--- config.mk ---
export PLATFORM = sky130hd
export DESIGN_NAME = mem_stage
export DESIGN_NICKNAME = d
export VERILOG_FILES = /design/src/rtl/mem_stage.sv
export SDC_FILE = /design/constraint.sdc
export NUM_CORES = 1
export LEC_CHECK = 0
export CAP_MARGIN = 10
export CELL_PAD_IN_SITES_DETAIL_PLACEMENT = 0
export CELL_PAD_IN_SITES_GLOBAL_PLACEMENT = 1
export CORE_MARGIN = 4
export CORE_UTILIZATION = 35
export DETAILED_ROUTE_END_ITERATION = 10
export PLACE_DENSITY = 0.89
export SYNTH_ARGS = -nofsm -noshare
export SYNTH_HDL_FRONTEND = slang
export SYNTH_SLANG_ARGS = --single-unit
--- constraint.sdc ---
create_clock -name clk -period 13.62 [get_ports clk]
set_input_delay 2.724 -clock clk [delete_from_list [all_inputs] [get_ports clk]]
set_output_delay 2.724 -clock clk [all_outputs]
set_load 0.02 [all_outputs]
--- src/rtl/mem_stage.sv ---
// Memory-access stage: issues loads/stores over a req/ack port, stalls upstream
// while an access is outstanding, and registers the writeback result for MEM/WB.
module mem_stage #(
    parameter int ADDR_W  = 16,
    parameter int TIMEOUT = 255
) (
    input  logic              clk,
    input  logic              rst,
    input  logic [16:0]       i_ctrl,
    input  logic [31:0]       i_srcReg,
    input  logic [3:0]        i_srcRegDir,
    input  logic [31:0]       i_alu,
    input  logic [31:0]       i_Robj,
    output logic              mem_req,
    output logic              mem_we,
    output logic [ADDR_W-1:0] mem_addr,
    output logic [31:0]       mem_wdata,
    input  logic              mem_ack,
    input  logic [31:0]       mem_rdata,
    output logic              o_stall,
    output logic [16:0]       o_ctrl,
    output logic [31:0]       o_wbData,
    output logic [3:0]        o_wbDir,
    output logic              o_wbEn,
    output logic [31:0]       o_Robj,
    output logic              o_err
);

    typedef enum logic [1:0] {
        S_IDLE,
        S_WAIT,
        S_DONE
    } state_t;

    localparam logic [7:0] LAST_CNT = 8'(TIMEOUT - 1);

    state_t      state;
    state_t      next_state;
    logic [7:0]  cnt;
    logic [31:0] rdata_q;
    logic        mem_op;
    logic        wait_end;

    assign mem_op   = i_ctrl[0] | i_ctrl[1];
    assign wait_end = mem_ack || (cnt == LAST_CNT);

    always_ff @(posedge clk or posedge rst) begin
        if (rst) begin
            state <= S_IDLE;
        end else begin
            state <= next_state;
        end
    end

    // Stall is low in DONE so the upstream register advances on the same edge
    // that writes the memory result back.
    always_comb begin
        next_state = state;
        o_stall    = 1'b0;
        case (state)
            S_IDLE: begin
                if (mem_op) begin
                    o_stall    = 1'b1;
                    next_state = S_WAIT;
                end
            end
            S_WAIT: begin
                o_stall = 1'b1;
                if (wait_end) begin
                    next_state = S_DONE;
                end
            end
            S_DONE: begin
                next_state = S_IDLE;
            end
            default: begin
                next_state = S_IDLE;
            end
        endcase
    end

    // Memory port, wait counter and captured read data; ack has priority over timeout.
    always_ff @(posedge clk or posedge rst) begin
        if (rst) begin
            mem_req   <= 1'b0;
            mem_we    <= 1'b0;
            mem_addr  <= '0;
            mem_wdata <= '0;
            cnt       <= '0;
            rdata_q   <= '0;
            o_err     <= 1'b0;
        end else begin
            case (state)
                S_IDLE: begin
                    if (mem_op) begin
                        mem_req   <= 1'b1;
                        mem_we    <= i_ctrl[1];
                        mem_addr  <= i_alu[ADDR_W-1:0];
                        mem_wdata <= i_srcReg;
                        cnt       <= '0;
                    end
                end
                S_WAIT: begin
                    if (mem_ack) begin
                        rdata_q <= mem_rdata;
                        mem_req <= 1'b0;
                    end else if (cnt == LAST_CNT) begin
                        o_err   <= 1'b1;
                        rdata_q <= '0;
                        mem_req <= 1'b0;
                    end else begin
                        cnt <= cnt + 8'd1;
                    end
                end
                default: begin
                end
            endcase
        end
    end

    // Writeback register: captures in IDLE without a memory op and in DONE,
    // otherwise emits a bubble and holds the rest.
    always_ff @(posedge clk or posedge rst) begin
        if (rst) begin
            o_ctrl   <= '0;
            o_wbData <= '0;
            o_wbDir  <= '0;
            o_wbEn   <= 1'b0;
            o_Robj   <= '0;
        end else begin
            case (state)
                S_IDLE: begin
                    if (mem_op) begin
                        o_wbEn <= 1'b0;
                    end else begin
                        o_wbData <= i_alu;
                        o_wbEn   <= i_ctrl[2];
                        o_wbDir  <= i_srcRegDir;
                        o_ctrl   <= i_ctrl;
                        o_Robj   <= i_Robj;
                    end
                end
                S_DONE: begin
                    o_wbData <= i_ctrl[3] ? rdata_q : i_alu;
                    o_wbEn   <= i_ctrl[2];
                    o_wbDir  <= i_srcRegDir;
                    o_ctrl   <= i_ctrl;
                    o_Robj   <= i_Robj;
                end
                default: begin
                    o_wbEn <= 1'b0;
                end
            endcase
        end
    end

endmodule

=== Yosys cells after proc, flatten, opt, wreduce, memory -nomap -nowiden ===
Cells that the tools add are included.

* Register bits: 179
* Output and inout bits: 138

* Add/subtract/negate cells: 1
* Equality and inequality tests: 9
* Muxes and demuxes: 26
* Bitwise operators: 2
* Reductions and logical operators: 12

{| class="wikitable"
|+ Operators by type and width
! cell !! number
|-
| 32-bit 2-to-1 mux || 5
|-
| 32-bit case mux with 2 select lines || 2
|-
| 17-bit case mux with 2 select lines || 1
|-
| 8-bit 2-to-1 mux || 3
|-
| 17-bit 2-to-1 mux || 1
|-
| 8-bit case mux with 2 select lines || 1
|-
| 2-bit inequality test, second input constant || 5
|-
| 8-bit by 1-bit adder with 8-bit output, second input constant || 1
|-
| 8-bit equality test, second input constant || 1
|-
| 4-bit case mux with 2 select lines || 1
|-
| 2-bit AND reduction || 4
|-
| 1-bit case mux with 2 select lines || 3
|-
| 3-bit AND reduction || 2
|-
| 2-bit nonzero test || 3
|-
| 1-bit 2-to-1 mux || 5
|-
| 2-bit 2-to-1 mux || 2
|-
| 4-bit 2-to-1 mux || 1
|-
| 2-bit case mux with 2 select lines || 1
|-
| 4-bit AND reduction || 1
|-
| 3-bit inequality test, second input constant || 1
|-
| 2-bit by 1-bit equality test with 1-bit output, second input constant || 1
|-
| 2-bit equality test, second input constant || 1
|-
| 2-bit zero test || 1
|-
| 1-bit logical OR || 1
|-
| other kinds (2) || 2
|}

=== Longest topological paths before layout ===
Gate-level depths: netlist (run 1).

* Word-level depth: 4
* Gate-level depth with buffers: 7
* Mapped depth without buffers: 6

=== Least setup slack after synthesis (run 1) ===
OpenSTA, ideal clock, no wires.

* Path kind: input to output
* Start: input i_ctrl[0]
* End: output o_stall
* Data arrival time: 3.037 ns
* Required time: 10.896 ns
* Slack: 7.859 ns
* Stages: 2
* Path through: nor3_1 -> nor2_1

* Longest elaborated chain between the ends: 3

{| class="wikitable"
|+ RTL lines
! what !! RTL line !! RTL
|-
| from (decl) || 9 || <nowiki>input logic [16:0] i_ctrl,</nowiki>
|-
| 1-bit OR || 44 || <nowiki>assign mem_op = i_ctrl[0] | i_ctrl[1];</nowiki>
|-
| 1-bit 2-to-1 mux || 62 || <nowiki>if (mem_op) begin</nowiki>
|-
| 1-bit case mux with 2 select lines || 60 || <nowiki>case (state)</nowiki>
|-
| to (decl) || 20 || <nowiki>output logic o_stall,</nowiki>
|}

No other way between the ends.

=== Worst setup path in the final report (run 1) ===
Same ends and word-level chain as after synthesis.

==> summary.txt, run 1 <==
Worst setup path
  • Buf/Inv on CP: 2
  • CP endpoint kind: primary output
  • Crit path max-delay family: buffers and inverters
  • Worst path cell trace: clkdlybuf4s50_1, nor3_1, nor2_1, clkdlybuf4s50_1
  • Worst Path Class, Setup: input pin to primary output
  • CP arrival: 4.14 ns
  • Most frequent CP cell: clkdlybuf4s50_1
  • Setup crit start kind: input pin
  • Critical Path RT: between 10 and 15 ns
  • Worst Path Max Fanout: 6
  • CP max stage delay: 0.62 ns
  • Slowest CP cell: clkdlybuf4s50_1

Logic synthesis
  • Post-synth EDFFs: 0
  • Async S/R FF share, synth: 100%
  • Most numerous cell in the Yosys netlist: nand2_1
  • Commonest cells in the synthesized netlist: nand2_1, dfrtp_1, mux2_2, o21ai_0
  • Unique masters post-synth: 33
  • Area of the mapped netlist: 7050 um2
  • Syn Nets: about 760
  • Dominant cells by area after synthesis: dfrtp_1, nand2_1, mux2_2, mux2i_1, a22o_1
  • Top_reg_cell synth: dfrtp_1
  • Area leader, netlist: dfrtp_1
  • Synth Area per Inst: 11.7 um2
  • Seq/Total Area, Yosys: a little under two thirds
  • Post-synthesis cell count: 602
  • Synth top area share: 63.5%
  • Yosys reg bits: approximately 180
  • Yosys Warn Count: 0

GRT
  • First-pass GRT wire length: 31900 um
  • Total GRT Usage: 18.2%
  • Gr ovfl total: 0
  • Pin count of the biggest net entering global routing: 74
  • Initial antenna violation count: 0
  • Vias in the first global route: 5830

Route
  • DR top layer: met4
  • Routed WL: 20300 um
  • Metal3 WL: 2240 um
  • Vias per inst: approximately 4.7
  • Final ANT Viol Nets: 0
  • # DRC: 0
  • Via count: around 5500
  • Avg WL per Cell: 17.4 um
  • DR pass1 iterations: 5
  • Metal2 WL: 9220 um
  • Met1 Wirelength: 8590 um
  • Initial DRC Count: 192

STA
  • Final setup TNS: 0 ns
  • Fin. Hold Viols: 0
  • Rel. slew slack: 28.1%
  • Min Hold Slack: between 0.4 and 0.5 ns
  • Max Slew Vio Count: 0
  • # setup viols final: 0
  • Final Skew: 0.0111 ns
  • Period utilization: between 50% and 60%
  • Worst Tran Pin Value: 1.08 ns
  • RSZ-0062 raised after global routing: no
  • Final Critical Period: 6.86 ns
  • Max Fclk: 146 MHz

Floorplan
  • Die Span X: 150 um
  • Die H: 150 um
  • Starting density of the core: 35.9%
  • Core ar.: 19700 um2
  • Top-Level Pins: 290
  • Number of placement rows: between 50 and 60
  • Die area: 22500 um2

Clock network
  • Cts hold-fix bufs: 0
  • Setup Fix Bufs, Post-CTS: 0
  • CTS Buf Count: 17
  • Clock sinks: 179
  • CTS resizes: 0
  • Clock root cell: clkbuf_16
  • Clock Tree Buf Depth: 2
  • Clock slew at reported path FFs: ~0.060 ns
  • Clock latency on the worst-skew pair: 0.42 ns
  • # H-tree levels: 4
  • CTS tree: yes

Hold path
  • HP Class: flip-flop to flip-flop

Layout
  • ANT cells: 0
  • Layout cell share with drive strength beyond 1: 11.3%
  • Non-Filler Instances: 1162
  • Filler instances: 1732
  • Layout net count: 1038
  • FF+latch area: roughly 4500 um2
  • Area growth syn-to-layout: 53.2%
  • Core Util, Final: 55.0%
  • Area of the multi-input gates: 2420 um2

Power and ir drop
  • Peak VDD IR: 0.000172 V
  • PwrDens: 240 nW/um2
  • P_leak: ~5.0 nW

Place
  • Final GP Congestion: between 0.7 and 0.8
  • IO Port Bufs: 289
  • HPWL Detailed: 14300 um
  • Post-Place Cells: between 1000 and 1500

Run
  • Max-cap violation count: 0

Run status
  • Run status: finished clean
[cell usage in the layout (no fill, tap or decap), drive strengths merged, types with 2 or more instances in the layout]
cell,n
nand4,3
ha,2
o21ai,38
a22o,33
clkinv,3
a21o,2
nor2b,4
mux2i,33
nand3,6
nor2,10
clkdlybuf4s50,289
inv,14
nand2,182
dfrtp,179
o211ai,2
mux2,50
buf,9
clkbuf,18
nor3,5
o31ai,3
[logic make-up (layout without fill, tap and decap cells)]
group | after synthesis | count (layout) | share of synthesized area [%]
AO/OA/AOI/OAI | 83 | 83 | 8.41
XOR/XNOR | 1 | 1 | 0.124
adder cells (fa/ha/maj) | 2 | 2 | 0.355
buffers and inverters | 39 | 334 | 2.70
flip-flops | 179 | 179 | 63.5
multiplexers | 83 | 83 | 12.7
AND/OR/NAND/NOR | 215 | 215 | 12.3
[cell type report]
| cell class | instances | area share [%] |
|---|---|---|
| timing repair buffer | 298 | 27.4 |
| clock inverter | 14 | 1.44 |
| inverter | 4 | 0.185 |
| clock buffer | 18 | 4.06 |
| multi-input combinational | 384 | 22.4 |
| sequential | 179 | 41.4 |
| tap | 265 | 3.07 |
[worst register-to-register path, delay by kind of cell (launching register included)]
| family | cells | cell delay, ns |
|---|---|---|
| AOI/OAI and AO/OA | 1 | 0.90 |
| buffers and inverters | 1 | 0.85 |
| DFF | 1 | 0.54 |
| muxes | 1 | 0.44 |
[registers in the layout (all words and copies together) (netlist names)]
name,count
mem_wdata,32
o_Robj,32
o_wbData,32
rdata_q,32
o_ctrl,17
mem_addr,16
cnt,8
o_wbDir,4
state,2
mem_req,1
mem_we,1
o_err,1
o_wbEn,1
[path summary, 6_finish.rpt]
check / startpoint / slack (ns) / end / depth (start not counted)
worst max-delay path: i_ctrl[0] / 6.76 / o_stall / 4
worst min-delay path: o_err / 0.47 / o_err / 1
worst max register to register: state[1] / 10.77 / o_Robj[12] / 3
worst min register to register: o_err / 0.47 / o_err / 1
max in group asynchronous: rst / 9.58 / o_wbData[11] / 3
min in group asynchronous: rst / 2.72 / mem_we / 2
[routing by layer]
| metal | vias to the layer above | global-route usage (%) |
|---|---|---|
| met5 | - | 0 |
| met3 | 15 | 8.21 |
| li1 | 2598 | - |
| met2 | 209 | 28.6 |
| met4 | 0 | 4.89 |
| met1 | 2633 | 22.8 |
[power by group]
| part | leakage [nW] | switching (mW) | internal [mW] |
|---|---|---|---|
| combinational | 2.52 | 0.608 | 0.571 |
| sequential | 2.19 | 0.139 | 0.782 |
| clock | 0.296 | 0.229 | 0.267 |
[per-stage QoR]
| step | worst slack [ns] | power [mW] | instance area (um2) |
|---|---|---|---|
| after global placement | 6.77 | 2.10 | 10200 |
| after detailed placement | 6.76 | 2.12 | 10200 |
| after CTS | 6.75 | 2.63 | 10800 |
| final | 6.76 | 2.59 | 10800 |
| after global routing | 6.66 | 2.76 | 10800 |
| after floorplan | 6.04 | 1.54 | 7050 |
Power figures use the tool's default switching activity.
==> run 2: changes to the inputs <==
--- a/config.mk
+++ b/config.mk
@@ -9,9 +9,9 @@
 export CELL_PAD_IN_SITES_DETAIL_PLACEMENT = 0
 export CELL_PAD_IN_SITES_GLOBAL_PLACEMENT = 1
 export CORE_MARGIN = 4
-export CORE_UTILIZATION = 35
+export CORE_UTILIZATION = 33
 export DETAILED_ROUTE_END_ITERATION = 10
-export PLACE_DENSITY = 0.89
+export PLACE_DENSITY = 0.85
 export SYNTH_ARGS = -nofsm -noshare
 export SYNTH_HDL_FRONTEND = slang
 export SYNTH_SLANG_ARGS = --single-unit
==> constraint.sdc (replaced) <==
create_clock -name clk -period 6.5 [get_ports clk]
set_input_delay 1.3 -clock clk [delete_from_list [all_inputs] [get_ports clk]]
set_output_delay 1.3 -clock clk [all_outputs]
set_load 0.02 [all_outputs]
==> summary.txt, run 2 (synthesis results as in run 1) <==
Run status
  • Run status: finished clean

Worst setup path
  • Critical Path RT: between 5 and 6 ns
  • Reg2reg end: o_wbDir[1]
  • CP endpoint kind: primary output
  • Reg2Reg Launch Point: state[1]
  • Slowest CP cell: clkdlybuf4s50_1
  • R2r setup slk: 4.18 ns
  • Setup crit start kind: input pin
  • Worst path cell trace: clkdlybuf4s50_1, nor3_1, nor2_1, clkdlybuf4s50_1
  • CP arrival: 2.75 ns
  • Worst r2r path cells: 3
  • Most frequent CP cell: clkdlybuf4s50_1
  • Worst Path Max Fanout: 6
  • CP max stage delay: between 0.6 and 0.7 ns
  • Worst Path Class, Setup: input pin to primary output

Layout
  • Commonest non-fill, non-tap cells in the layout: clkdlybuf4s50_1, nand2_1, dfrtp_1, mux2_2, o21ai_0
  • ANT cells: 0
  • FF+latch area: around 4500 um2
  • Most common cell after layout, fill and taps aside: clkdlybuf4s50_1
  • Area of the multi-input gates: 2420 um2
  • Area growth syn-to-layout: 53.3%
  • Layout cell share with drive strength beyond 1: between 10 and 15%
  • Layout net count: about 1000
  • Non-Filler Instances: 1169
  • Filler instances: 1841

Power and ir drop
  • Tot Pwr: ~5.4 mW
  • P_leak: 5.00 nW
  • PwrDens: ~500 nW/um2
  • Peak VDD IR: 0.000256 V

Route
  • DR pass1 iterations: 4
  • # DRC: 0
  • Vias per inst: 4.67
  • Routed WL: between 20000 and 25000 um
  • Avg WL per Cell: 17.4 um
  • Final ANT Viol Nets: 0
  • Via count: 5465
  • Initial DRC Count: 326

GRT
  • Pin count of the biggest net entering global routing: ~140
  • GR Layer Usage met3: 7.53%
  • Met2 usage: 27.3%
  • Initial antenna violation count: 0
  • Busiest grt layer: met2
  • First-pass GRT wire length: ~32000 um
  • Total GRT Usage: 17.2%
  • Met1 Usage GRT: 21.8%
  • Gr ovfl total: 0
  • Vias in the first global route: 5730

STA
  • Max Fclk: around 250 MHz
  • RSZ-0062 raised after global routing: no
  • # setup viols final: 0
  • Final Critical Period: 4.05 ns
  • Rel. slew slack: 24.1%
  • Max Slew Vio Count: 0
  • Worst Tran Pin Value: 1.13 ns
  • Period utilization: ~62%
  • Fin. Hold Viols: 0
  • Final Skew: 0.0133 ns
  • Min Hold Slack: 0.467 ns
  • Final setup TNS: 0 ns

Hold path
  • Worst Hold Launch: o_err
  • HP Class: flip-flop to flip-flop
  • Hold path endpoint: o_err
  • Hold path depth: 1

Clock network
  • CTS tree: yes
  • Clock root cell: clkbuf_16
  • CTS resizes: 0
  • Clock latency on the worst-skew pair: about 0.44 ns
  • Cts hold-fix bufs: 0
  • Clock sinks: 179
  • Clock slew at reported path FFs: ~0.070 ns
  • CTS Buf Count: 17
  • Clock Tree Buf Depth: 2
  • # H-tree levels: 4
  • Setup Fix Bufs, Post-CTS: 0

Place
  • IO Port Bufs: 289
  • HPWL Detailed: 14000 um
  • Post-Place Cells: 1137
  • Final GP Congestion: 0.762

Floorplan
  • Top-Level Pins: 290
  • Die Span X: between 150 and 200 um
  • Number of placement rows: 53
  • Die area: approximately 24000 um2
  • Die H: 154 um
  • Starting density of the core: 33.6%
  • Core ar.: 21000 um2

Run
  • Max-cap violation count: 0
[run 2: cell type report]
cell class / instances / share of cell area (%)
well taps: 275 / 3.18
multi-input cells: 384 / 22.4
clock inverters: 15 / 1.54
clock buffers: 17 / 3.93
inverters: 4 / 0.208
flip-flops and latches: 179 / 41.4
repair buffers: 295 / 27.3
[run 2: report_power, final]
part | internal, mW | leakage, nW | switching (mW)
Sequential | 1.64 | 2.19 | 0.287
Clock | 0.519 | 0.290 | 0.512
Combinational | 1.20 | 2.52 | 1.27
Total | 3.35 | 5.00 | 2.07
[run 2: metrics by stage]
step	worst slack [ns]	cell area, um2	util [%]
2_1_floorplan	0.341	7050	-
3_3_place_gp	2.49	10200	48.6
3_5_place_dp	2.47	10200	48.6
4_1_cts	2.46	10800	51.4
5_1_grt	2.40	10800	51.4
6_report	2.45	10800	51.4
[run 2: how the worst max path moves through the flow]
stage               startpoint       to  slack (ns)  cells after the start
floorplan                  rst   cnt[0]        0.34                      1
global placement     i_ctrl[0]  o_stall        2.49                      4
detailed placement   i_ctrl[0]  o_stall        2.47                      4
CTS                  i_ctrl[0]  o_stall        2.46                      4
global route         i_ctrl[0]  o_stall        2.40                      4
finish               i_ctrl[0]  o_stall        2.45                      4
[run 2: critical path, delay by kind of cell]
family        cells  cell delay (ns)
simple gates      2             0.21
buf+inv           2             1.25
[run 2: routing by layer]
layer  up-vias  wire length [um]
met4         0               199
li1       2598                 -
met5         -                 0
met1      2632              8790
met2       219              9360
met3        16              1990
==> run 3: changes to the inputs <==
==> constraint.sdc (replaced) <==
create_clock -name clk -period 4.1 [get_ports clk]
set_input_delay 0.82 -clock clk [delete_from_list [all_inputs] [get_ports clk]]
set_output_delay 0.82 -clock clk [all_outputs]
set_load 0.02 [all_outputs]
==> summary.txt, run 3 (synthesis results as in run 1) <==
Run
  • Max-cap violation count: 0

Clock network
  • Clock root cell: clkbuf_16
  • Setup Fix Bufs, Post-CTS: 0
  • CTS Buf Count: 17
  • CTS tree: yes
  • Clock Tree Buf Depth: 2
  • Clock sinks: 179
  • Clock slew at reported path FFs: about 0.080 ns
  • # H-tree levels: 4
  • CTS resizes: 0
  • Cts hold-fix bufs: 0
  • Clock latency on the worst-skew pair: 0.43 ns

Layout
  • Filler instances: roughly 1900
  • ANT cells: 0
  • Most common cell after layout, fill and taps aside: clkdlybuf4s50_1
  • Design area: 10900 um2
  • Non-Filler Instances: 1172
  • Layout cell share with drive strength beyond 1: 11.4%
  • Layout net count: 1038
  • Commonest non-fill, non-tap cells in the layout: clkdlybuf4s50_1, nand2_1, dfrtp_1, mux2_2, o21ai_0
  • Area of the multi-input gates: 2420 um2
  • FF+latch area: 4480 um2
  • Area growth syn-to-layout: 54.2%

Worst setup path
  • Reg2Reg Launch Point: state[1]
  • Most frequent CP cell: clkdlybuf4s50_1
  • Crit path max-delay family: buffers and inverters
  • Reg2reg end: o_wbData[18]
  • Worst r2r path cells: 5
  • Worst path cell trace: clkdlybuf4s50_1, nor3_1, nor2_1, clkdlybuf4s50_1
  • CP max stage delay: 0.62 ns
  • Critical Path RT: about 3.3 ns
  • Buf/Inv on CP: 2
  • R2r setup slk: around 2.0 ns
  • Slowest CP cell: clkdlybuf4s50_1
  • Worst Path Max Fanout: 6
  • CP endpoint kind: primary output
  • CP arrival: 2.27 ns
  • Setup crit start kind: input pin
  • Worst Path Class, Setup: input pin to primary output

Floorplan
  • Core ar.: 21000 um2
  • Die Span X: 154 um
  • Die area: between 20000 and 25000 um2
  • Starting density of the core: 33.6%
  • Number of placement rows: between 50 and 60
  • Top-Level Pins: 290
  • Die H: 154 um

GRT
  • Pin count of the biggest net entering global routing: 108
  • Gr ovfl total: 0
  • First-pass GRT wire length: 32900 um
  • Total GRT Usage: 17.6%
  • Vias in the first global route: 5752
  • Initial antenna violation count: 0

Route
  • Avg WL per Cell: 17.7 um
  • Vias per inst: ~4.7
  • Final ANT Viol Nets: 0
  • DR pass1 iterations: 4
  • # DRC: 0
  • Via count: roughly 5500
  • Routed WL: 20700 um
  • Initial DRC Count: 218

Hold path
  • Worst Hold Launch: o_err
  • HP Class: flip-flop to flip-flop
  • Hold path depth: 1
  • Hold path endpoint: o_err

STA
  • Max Fclk: 323 MHz
  • Max Slew Vio Count: 0
  • RSZ-0062 raised after global routing: no
  • Worst Tran Pin Value: 0.933 ns
  • # setup viols final: 0
  • Final setup TNS: 0 ns
  • Period utilization: 75.4%
  • Fin. Hold Viols: 0
  • Rel. slew slack: 37.8%
  • Final Skew: ~0.017 ns
  • Final Critical Period: 3.09 ns
  • Worst setup margin: 1.01 ns

Place
  • IO Port Bufs: 289
  • DP Area: 10300 um2
  • HPWL Detailed: between 10000 and 15000 um
  • Pre-CTS worst setup slack: 1.02 ns
  • Post-Place Cells: 1140
  • Final GP Congestion: 0.774

Power and ir drop
  • PwrDens: 798 nW/um2
  • P_leak: 5.02 nW
  • Peak VDD IR: between 0.0003 and 0.0004 V

Run status
  • Run status: finished clean
[run 3: how the worst max path moves through the flow]
| stage | start | to | slack, ns | depth (start not counted) |
|---|---|---|---|---|
| finish | i_ctrl[0] | o_stall | 1.01 | 4 |
| global route | i_ctrl[0] | o_stall | 0.93 | 4 |
| CTS | i_ctrl[0] | o_stall | 1.01 | 4 |
| detailed placement | i_ctrl[0] | o_stall | 1.02 | 4 |
| global placement | i_ctrl[1] | o_stall | 1.02 | 4 |
| floorplan | rst | cnt[0] | 0.99 | 1 |
[run 3: metal layers]
layer | up-vias | global-route usage [%] | routed length [um]
met3 | 10 | 7.86 | 1960
li1 | 2598 | - | -
met1 | 2679 | 22.3 | 8950
met4 | 0 | 4.29 | 215
met2 | 208 | 27.9 | 9620
met5 | - | 0 | 0
[run 3: report_power, final]
group	internal (mW)	switching (mW)	leakage, nW	total [mW]
clock	0.880	0.809	0.292	1.69
combinational	1.92	2.02	2.54	3.94
sequential	2.60	0.453	2.19	3.05
total	5.39	3.28	5.02	8.68
[run 3: stage by stage]
step / utilization, % / power, mW / hold WS, ns
after floorplan: - / 5.10 / 0.461
after global placement: 48.8 / 7.00 / 0.440
after detailed placement: 48.8 / 7.08 / 0.445
after CTS: 51.7 / 8.81 / 0.468
after global routing: 51.7 / 9.23 / 0.492
final: 51.7 / 8.68 / 0.463
[run 3: cell type report]
cell class / count / area share (%)
Clock buffer: 17 / 3.91
Clock inverter: 15 / 1.73
Inverter: 4 / 0.173
Multi-Input combinational cell: 384 / 22.3
Sequential cell: 179 / 41.2
Tap cell: 275 / 3.16
Timing Repair Buffer: 298 / 27.6
